--- config.mk ---
export PLATFORM = sky130hd
export DESIGN_NAME = rv_branch_resolve
export DESIGN_NICKNAME = d
export VERILOG_FILES = /design/src/rtl/rv_branch_resolve_pkg.sv /design/src/rtl/rv_branch_cmp.sv /design/src/rtl/rv_branch_resolve.sv
export SDC_FILE = /design/constraint.sdc
export NUM_CORES = 1
export LEC_CHECK = 0
export CELL_PAD_IN_SITES_DETAIL_PLACEMENT = 0
export CELL_PAD_IN_SITES_GLOBAL_PLACEMENT = 1
export CORE_MARGIN = 2
export CORE_UTILIZATION = 36
export CTS_BUF_LIST = sky130_fd_sc_hd__clkbuf_2 sky130_fd_sc_hd__clkbuf_4 sky130_fd_sc_hd__clkbuf_8
export CTS_CLUSTER_SIZE = 8
export DETAILED_ROUTE_END_ITERATION = 10
export MAX_ROUTING_LAYER = met4
export PLACE_DENSITY = 0.85
export RECOVER_POWER = 50
export SLEW_MARGIN = 10
export SYNTH_ARGS = -nofsm -noshare
export SYNTH_HDL_FRONTEND = slang
export SYNTH_SLANG_ARGS = --single-unit
--- constraint.sdc ---
create_clock -name clk -period 3.8 [get_ports clk]
set_input_delay 0.57 -clock clk [delete_from_list [all_inputs] [get_ports clk]]
set_output_delay 0.57 -clock clk [all_outputs]
set_load 0.005 [all_outputs]
--- src/rtl/rv_branch_resolve_pkg.sv ---
// rv_branch_resolve_pkg: shared funct3 branch codes, predictor index default and funct3 helper
package rv_branch_resolve_pkg;
  localparam int BPB_IDX_W_DEF = 4;
  localparam logic [2:0] F3_BEQ  = 3'b000;
  localparam logic [2:0] F3_BNE  = 3'b001;
  localparam logic [2:0] F3_BLT  = 3'b100;
  localparam logic [2:0] F3_BGE  = 3'b101;
  localparam logic [2:0] F3_BLTU = 3'b110;
  localparam logic [2:0] F3_BGEU = 3'b111;
  // 010/011 are not branch encodings: never taken, never redirect
  function automatic logic f3_valid(input logic [2:0] f3);
    return f3[2] | ~f3[1];
  endfunction
endpackage

--- src/rtl/rv_branch_cmp.sv ---
// rv_branch_cmp: combinational RV32I branch condition evaluator
// ports: rs1_i/rs2_i operands, funct3_i branch code, taken_o condition result
module rv_branch_cmp
  import rv_branch_resolve_pkg::*;
#(
  parameter int XLEN = 32
) (
  input  logic [XLEN-1:0] rs1_i,
  input  logic [XLEN-1:0] rs2_i,
  input  logic [2:0]      funct3_i,
  output logic            taken_o
);
  logic eq, lt, ltu;
  always_comb begin
    eq      = rs1_i == rs2_i;
    lt      = $signed(rs1_i) < $signed(rs2_i);
    ltu     = rs1_i < rs2_i;
    taken_o = (funct3_i == F3_BEQ)  ? eq   :
              (funct3_i == F3_BNE)  ? ~eq  :
              (funct3_i == F3_BLT)  ? lt   :
              (funct3_i == F3_BGE)  ? ~lt  :
              (funct3_i == F3_BLTU) ? ltu  :
              (funct3_i == F3_BGEU) ? ~ltu : 1'b0;
  end
endmodule

--- src/rtl/rv_branch_resolve.sv ---
// rv_branch_resolve: EX-stage branch/jump resolution, predictor update and fetch redirect
// ports: clk/rstn; ID_* instruction fields into the ID/EX slot; EX_stall_i/EX_flush_i slot control;
//        EX_rs1_i/EX_rs2_i forwarded operands; EX_*_o predictor update; redirect_o/redirect_pc_o;
//        cnt_clr_i, br_cnt_o (conditional branches), mis_cnt_o (redirects)
module rv_branch_resolve
  import rv_branch_resolve_pkg::*;
#(
  parameter int XLEN      = 32,
  parameter int BPB_IDX_W = BPB_IDX_W_DEF,
  parameter int CNT_W     = 32
) (
  input  logic                 clk,
  input  logic                 rstn,
  input  logic                 ID_valid_i,
  input  logic                 ID_branch_i,
  input  logic                 ID_jal_i,
  input  logic                 ID_jalr_i,
  input  logic [2:0]           ID_funct3_i,
  input  logic [XLEN-1:0]      ID_pc_i,
  input  logic [XLEN-1:0]      ID_imm_i,
  input  logic                 ID_predict_i,
  input  logic                 EX_stall_i,
  input  logic                 EX_flush_i,
  input  logic [XLEN-1:0]      EX_rs1_i,
  input  logic [XLEN-1:0]      EX_rs2_i,
  output logic                 EX_branch_o,
  output logic                 EX_taken_o,
  output logic                 EX_jal_o,
  output logic                 EX_jalr_o,
  output logic [BPB_IDX_W-1:0] EX_addr_o,
  output logic                 redirect_o,
  output logic [XLEN-1:0]      redirect_pc_o,
  input  logic                 cnt_clr_i,
  output logic [CNT_W-1:0]     br_cnt_o,
  output logic [CNT_W-1:0]     mis_cnt_o
);
  logic             v_q, br_q, jal_q, jalr_q, pred_q, done_q, squash_q;
  logic [2:0]       f3_q;
  logic [XLEN-1:0]  pc_q, imm_q, jalr_sum;
  logic [CNT_W-1:0] br_cnt_q, mis_cnt_q, br_cnt_d, mis_cnt_d;
  logic             fire, cmp_taken, taken, redirect;
  rv_branch_cmp #(.XLEN(XLEN)) u_cmp (
    .rs1_i    (EX_rs1_i),
    .rs2_i    (EX_rs2_i),
    .funct3_i (f3_q),
    .taken_o  (cmp_taken)
  );
  // done suppresses a second update/redirect while the slot is held by a stall
  always_comb begin
    fire          = v_q & ~done_q & ~EX_flush_i;
    taken         = jal_q | jalr_q | (br_q & cmp_taken);
    redirect      = fire & (jal_q | jalr_q | (br_q & f3_valid(f3_q) & (cmp_taken ^ pred_q)));
    jalr_sum      = EX_rs1_i + imm_q;
    EX_branch_o   = fire & (br_q | jal_q | jalr_q);
    EX_taken_o    = fire & taken;
    EX_jal_o      = fire & jal_q;
    EX_jalr_o     = fire & jalr_q;
    EX_addr_o     = fire ? pc_q[BPB_IDX_W+1:2] : '0;
    redirect_o    = redirect;
    redirect_pc_o = ~redirect ? '0 :
                    jalr_q    ? {jalr_sum[XLEN-1:1], 1'b0} :
                    taken     ? pc_q + imm_q : pc_q + XLEN'(4);
    br_cnt_d      = cnt_clr_i ? '0 : (fire & br_q & ~&br_cnt_q) ? br_cnt_q + CNT_W'(1) : br_cnt_q;
    mis_cnt_d     = cnt_clr_i ? '0 : (redirect & ~&mis_cnt_q) ? mis_cnt_q + CNT_W'(1) : mis_cnt_q;
    br_cnt_o      = br_cnt_q;
    mis_cnt_o     = mis_cnt_q;
  end
  // squash remembers a redirect issued under stall so the wrong-path ID instruction enters as a bubble
  always_ff @(posedge clk or negedge rstn) begin
    if (!rstn) begin
      v_q       <= 1'b0;
      br_q      <= 1'b0;
      jal_q     <= 1'b0;
      jalr_q    <= 1'b0;
      pred_q    <= 1'b0;
      f3_q      <= '0;
      pc_q      <= '0;
      imm_q     <= '0;
      done_q    <= 1'b0;
      squash_q  <= 1'b0;
      br_cnt_q  <= '0;
      mis_cnt_q <= '0;
    end else begin
      br_cnt_q  <= br_cnt_d;
      mis_cnt_q <= mis_cnt_d;
      if (EX_flush_i) begin
        v_q    <= 1'b0;
        done_q <= 1'b0;
      end else if (EX_stall_i) begin
        done_q   <= done_q | fire;
        squash_q <= squash_q | redirect;
      end else if (redirect | squash_q) begin
        v_q      <= 1'b0;
        done_q   <= 1'b0;
        squash_q <= 1'b0;
      end else begin
        v_q      <= ID_valid_i;
        br_q     <= ID_branch_i;
        jal_q    <= ID_jal_i;
        jalr_q   <= ID_jalr_i;
        pred_q   <= ID_predict_i;
        f3_q     <= ID_funct3_i;
        pc_q     <= ID_pc_i;
        imm_q    <= ID_imm_i;
        done_q   <= 1'b0;
        squash_q <= 1'b0;
      end
    end
  end
endmodule

==> results of run 1 <==
[state kept, by name, indices dropped and copies added (netlist names)]
signal	cells
jal_q	1
pc_q	32
done_q	1
jalr_q	1
squash_q	1
imm_q	32
br_cnt_o	32
mis_cnt_o	32
br_q	1
v_q	1
f3_q	3
pred_q	1
[worst min-delay path by stage]
| stage | start | endpoint | slack (ns) |
|---|---|---|---|
| after CTS | rstn | imm_q[2] | 0.18 |
| final | done_q | done_q | 0.54 |
| after floorplan | rstn | br_cnt_o[0] | 0.27 |
| after global routing | v_q | done_q | 0.55 |
| after detailed placement | done_q | done_q | 0.52 |
| after global placement | v_q | done_q | 0.50 |
[Yosys cell counts (11+ instances only)]
| cell | count | area share |
|---|---|---|
| sky130_fd_sc_hd__a211oi_1 | 15 | 0.0098 |
| sky130_fd_sc_hd__a21o_1 | 35 | 0.023 |
| sky130_fd_sc_hd__a21oi_1 | 114 | 0.049 |
| sky130_fd_sc_hd__and2_1 | 11 | 0.0060 |
| sky130_fd_sc_hd__and3_1 | 26 | 0.014 |
| sky130_fd_sc_hd__and4_1 | 14 | 0.011 |
| sky130_fd_sc_hd__clkbuf_1 | 38 | 0.012 |
| sky130_fd_sc_hd__dfrtp_1 | 138 | 0.30 |
| sky130_fd_sc_hd__ha_1 | 96 | 0.10 |
| sky130_fd_sc_hd__inv_1 | 50 | 0.016 |
| sky130_fd_sc_hd__mux2_1 | 12 | 0.012 |
| sky130_fd_sc_hd__mux2_2 | 67 | 0.065 |
| sky130_fd_sc_hd__nand2_1 | 100 | 0.033 |
| sky130_fd_sc_hd__nand3_1 | 58 | 0.025 |
| sky130_fd_sc_hd__nand4_1 | 38 | 0.021 |
| sky130_fd_sc_hd__nor2_1 | 104 | 0.034 |
| sky130_fd_sc_hd__nor2b_1 | 14 | 0.0076 |
| sky130_fd_sc_hd__nor3_1 | 16 | 0.0069 |
| sky130_fd_sc_hd__o211ai_1 | 21 | 0.014 |
| sky130_fd_sc_hd__o21ai_0 | 42 | 0.018 |
| sky130_fd_sc_hd__o31ai_1 | 26 | 0.017 |
| sky130_fd_sc_hd__or4_1 | 22 | 0.014 |
| sky130_fd_sc_hd__xnor2_1 | 49 | 0.037 |
| sky130_fd_sc_hd__xor2_1 | 59 | 0.045 |
[power by group]
group          leakage, nW  internal [mW]  switching [mW]
Combinational         6.19           3.44            3.42
Sequential            1.76           1.72           0.277
Clock                0.204          0.663           0.704
[metal layers]
layer,up-vias,track usage
met5,-,-
met4,0,0.123
met3,110,0.0361
met2,434,0.439
met1,6069,0.329
li1,5918,-
[area by class of cell]
type	instances	share of cell area
well taps	402	0.0271
flip-flops and latches	138	0.186
repair buffers	560	0.271
multi-input cells	1072	0.482
inverters	51	0.0106
diodes	2	0.000270
clock buffers	17	0.0126
clock inverters	15	0.0103
[metrics by stage]
stage | utilization | total power [mW] | hold slack, ns | cells
floorplan | - | 5.15 | 0.274 | 1314
global placement | 0.515 | 7.43 | 0.503 | 2168
detailed placement | 0.515 | 7.51 | 0.518 | 2168
CTS | 0.576 | 9.78 | 0.181 | 2247
global route | 0.587 | 10.9 | 0.552 | 2257
finish | 0.587 | 10.2 | 0.540 | 2257
[what timing repair did]
action                                  4_1_cts  5_1_grt
pin swaps                                   113       40
buffers inserted                             38       15
gates resized for setup                     511       96
gates cloned                                 10        3
endpoints found under the setup margin      139      135
[logic make-up (layout without fill, tap and decap cells)]
logic type | Yosys count | count (layout)
buf+inv | 104 | 643
other cells | 0 | 2
compound gates | 328 | 328
simple gates | 450 | 450
flops | 138 | 138
fa+ha+maj | 98 | 98
xor+xnor | 108 | 108
mux | 88 | 88
==> flow_metrics.env, run 1 <==
export IMPL_outcome="finished, violations left"
export IMPL_violated_checks="max-capacitance violations, max-slew violations, negative setup slack"
export IMPL_path_class="input port to primary output"
export IMPL_drcViolationCount=0
export IMPL_synth_ff_type="sky130_fd_sc_hd__dfrtp_1"
export IMPL_ys_ff_latch=138
export IMPL_fin_tns_setup_ns=-44.70
export IMPL_synth_cells=1314
export IMPL_std_cell_rows=65
export IMPL_synthMuxAreaShare=0.0849
export IMPL_dp_worst_setup_slack_ns=-1.47
export IMPL_finalSetupViolations=111
export IMPL_finalCriticalPeriod_ns=4.41
export IMPL_async_flop_share=1.00
export IMPL_cp_endpoint="redirect_pc_o[31]"
export IMPL_worst_r2r_startpoint="f3_q[1]"
export IMPL_cts_clk_slew_worst_paths_ns=0.09
export IMPL_wire_length_of_the_first_global_routing_pass_um=68400
export IMPL_cp_top_family="compound AO/OA/AOI/OAI gates"
export IMPL_syn_area_per_cell_um2=8.78
export IMPL_largest_net_degree_at_the_start_of_global_routing=83
export IMPL_max_clock_freq_ghz=0.227
export IMPL_buffer_and_inverter_count_on_the_worst_path=7
export IMPL_cts_hold_fix_buffers=0
export IMPL_sequential_cell_area_um2=3450
export IMPL_drtPass1Iterations=5
export IMPL_final_setup_worst_slack_ns=-0.612
export IMPL_layout_area_overhead_vs_synth_pct=60.6
export IMPL_synth_seq_area_share=0.299
export IMPL_die_width_um=183
export IMPL_multi_input_comb_area_um2=8920
export IMPL_met3_wirelength_um=2210
export IMPL_power_ir_vdd_worst_v=0.000280
export IMPL_fin_nets=2079
export IMPL_clock_sinks=138
export IMPL_data_required_time_of_the_critical_path_ns=3.23
export IMPL_critical_path_peak_fanout=5
export IMPL_placed_area_um2=16300
export IMPL_synthesis_nets=1553
export IMPL_global_route_usage_total=0.268
export IMPL_crit_slowest_cell="sky130_fd_sc_hd__or4_4"
export IMPL_first_iter_violations=932
export IMPL_worstSetupStartpoint="EX_rs2_i[15]"
export IMPL_initial_core_util=0.366
export IMPL_layout_cells_most_common="sky130_fd_sc_hd__buf_4"
export IMPL_timing_critical_path_arrival_ns=3.84
export IMPL_num_vias=12500
export IMPL_cp_cell_sequence="buf_6 -> inv_4 -> ha_4 -> nand4_1 -> or4_4 -> buf_6 -> o41ai_4 -> buf_4 -> a31oi_4 -> a311o_1 -> o211a_4 -> buf_6 -> a221o_1 -> a211oi_2 -> buf_4 -> buf_6"
export IMPL_cts_made_buffers=17
export IMPL_fin_area_um2=18500
export IMPL_hold_viol=0
export IMPL_grt_setup_unrepaired="yes"
export IMPL_route_top_layer_used="met4"
export IMPL_synth_top_family_by_area="simple AND/OR/NAND/NOR gates"
export IMPL_timing_reg2reg_setup_slack_ns=0.07
export IMPL_antenna_found_initial=2
export IMPL_numPortBuffers=245
export IMPL_avgViaCountPerCell=5.55
export IMPL_drive_above_1_share=0.351
export IMPL_synth_xor_area_share=0.0820
export IMPL_yosys_area_share_adder=0.108
export IMPL_die_height_um=183
export IMPL_critical_path_endpoint_type="primary output"
export IMPL_worst_pin_slew_ns=2.32
export IMPL_fin_worst_skew_ns=0.0208
export IMPL_drt_antenna_violating_nets=0
export IMPL_cp_num_cells=16
export IMPL_tritoncts_clock_tree="built"
export IMPL_p_leak_nw=8.15
export IMPL_number_of_global_route_vias_before_repair=12700
export IMPL_wire_length_per_cell_after_detailed_routing_um=19.9
export IMPL_worst_r2r_endpoint="pc_q[5]"
export IMPL_postRouteWirelength_um=44800
export IMPL_clk_root_buffer_cell="sky130_fd_sc_hd__clkbuf_8"
export IMPL_io_pins=246
export IMPL_synth_lib_cells_used_distinct=72
export IMPL_ff2ff_path_depth=18
export IMPL_number_of_flops_mapped_to_enable_cells_by_yosys=0
export IMPL_most_frequent_cp_cell="sky130_fd_sc_hd__buf_6"
export IMPL_n_fill_cell=2657
export IMPL_htree_levels=4
export IMPL_synthSimpleGateAreaFrac=0.202
export IMPL_final_period_utilization=1.16
export IMPL_floorplan_core_area_um2=31600
export IMPL_route_met2_wl_um=21600
export IMPL_yosys_warnings=0
export IMPL_dp_wirelength_um=30900
export IMPL_grt_ovfl_total=0
export IMPL_slew_violations=83
export IMPL_post_synth_instance_area_um2=11500
export IMPL_compound_gate_fraction_of_synth_area=0.186
export IMPL_route_layer_met1_wl_um=19100
export IMPL_cpPeakStageDelay_ns=0.63
export IMPL_worstSetupStartpointType="input port"
export IMPL_slew_headroom=-0.544
export IMPL_clock_path_buffers=2
export IMPL_cap_violations=1
export IMPL_hold_class="register to register"
export IMPL_worstHoldPathCells=1
export IMPL_layout_common_cells="sky130_fd_sc_hd__buf_4 (261), sky130_fd_sc_hd__clkdlybuf4s50_1 (145), sky130_fd_sc_hd__dfrtp_1 (138)"
export IMPL_gp_routability_congestion=0.937
export IMPL_die_area_um2=33500
export IMPL_worstSkewPairLatency_ns=0.50
export IMPL_cellPowerDensity_nw_per_um2=552
No activity file was read; power rests on OpenSTA's default activity.
==> run 2, diff against run 1 <==
--- a/config.mk
+++ b/config.mk
@@ -12,6 +12,7 @@
 export CTS_BUF_LIST = sky130_fd_sc_hd__clkbuf_2 sky130_fd_sc_hd__clkbuf_4 sky130_fd_sc_hd__clkbuf_8
 export CTS_CLUSTER_SIZE = 8
 export DETAILED_ROUTE_END_ITERATION = 10
+export HOLD_SLACK_MARGIN = 0.1
 export MAX_ROUTING_LAYER = met4
 export PLACE_DENSITY = 0.85
 export RECOVER_POWER = 50
==> results of run 2 <==
Same layout as run 1: the final DEF is identical, and so are final timing and power.
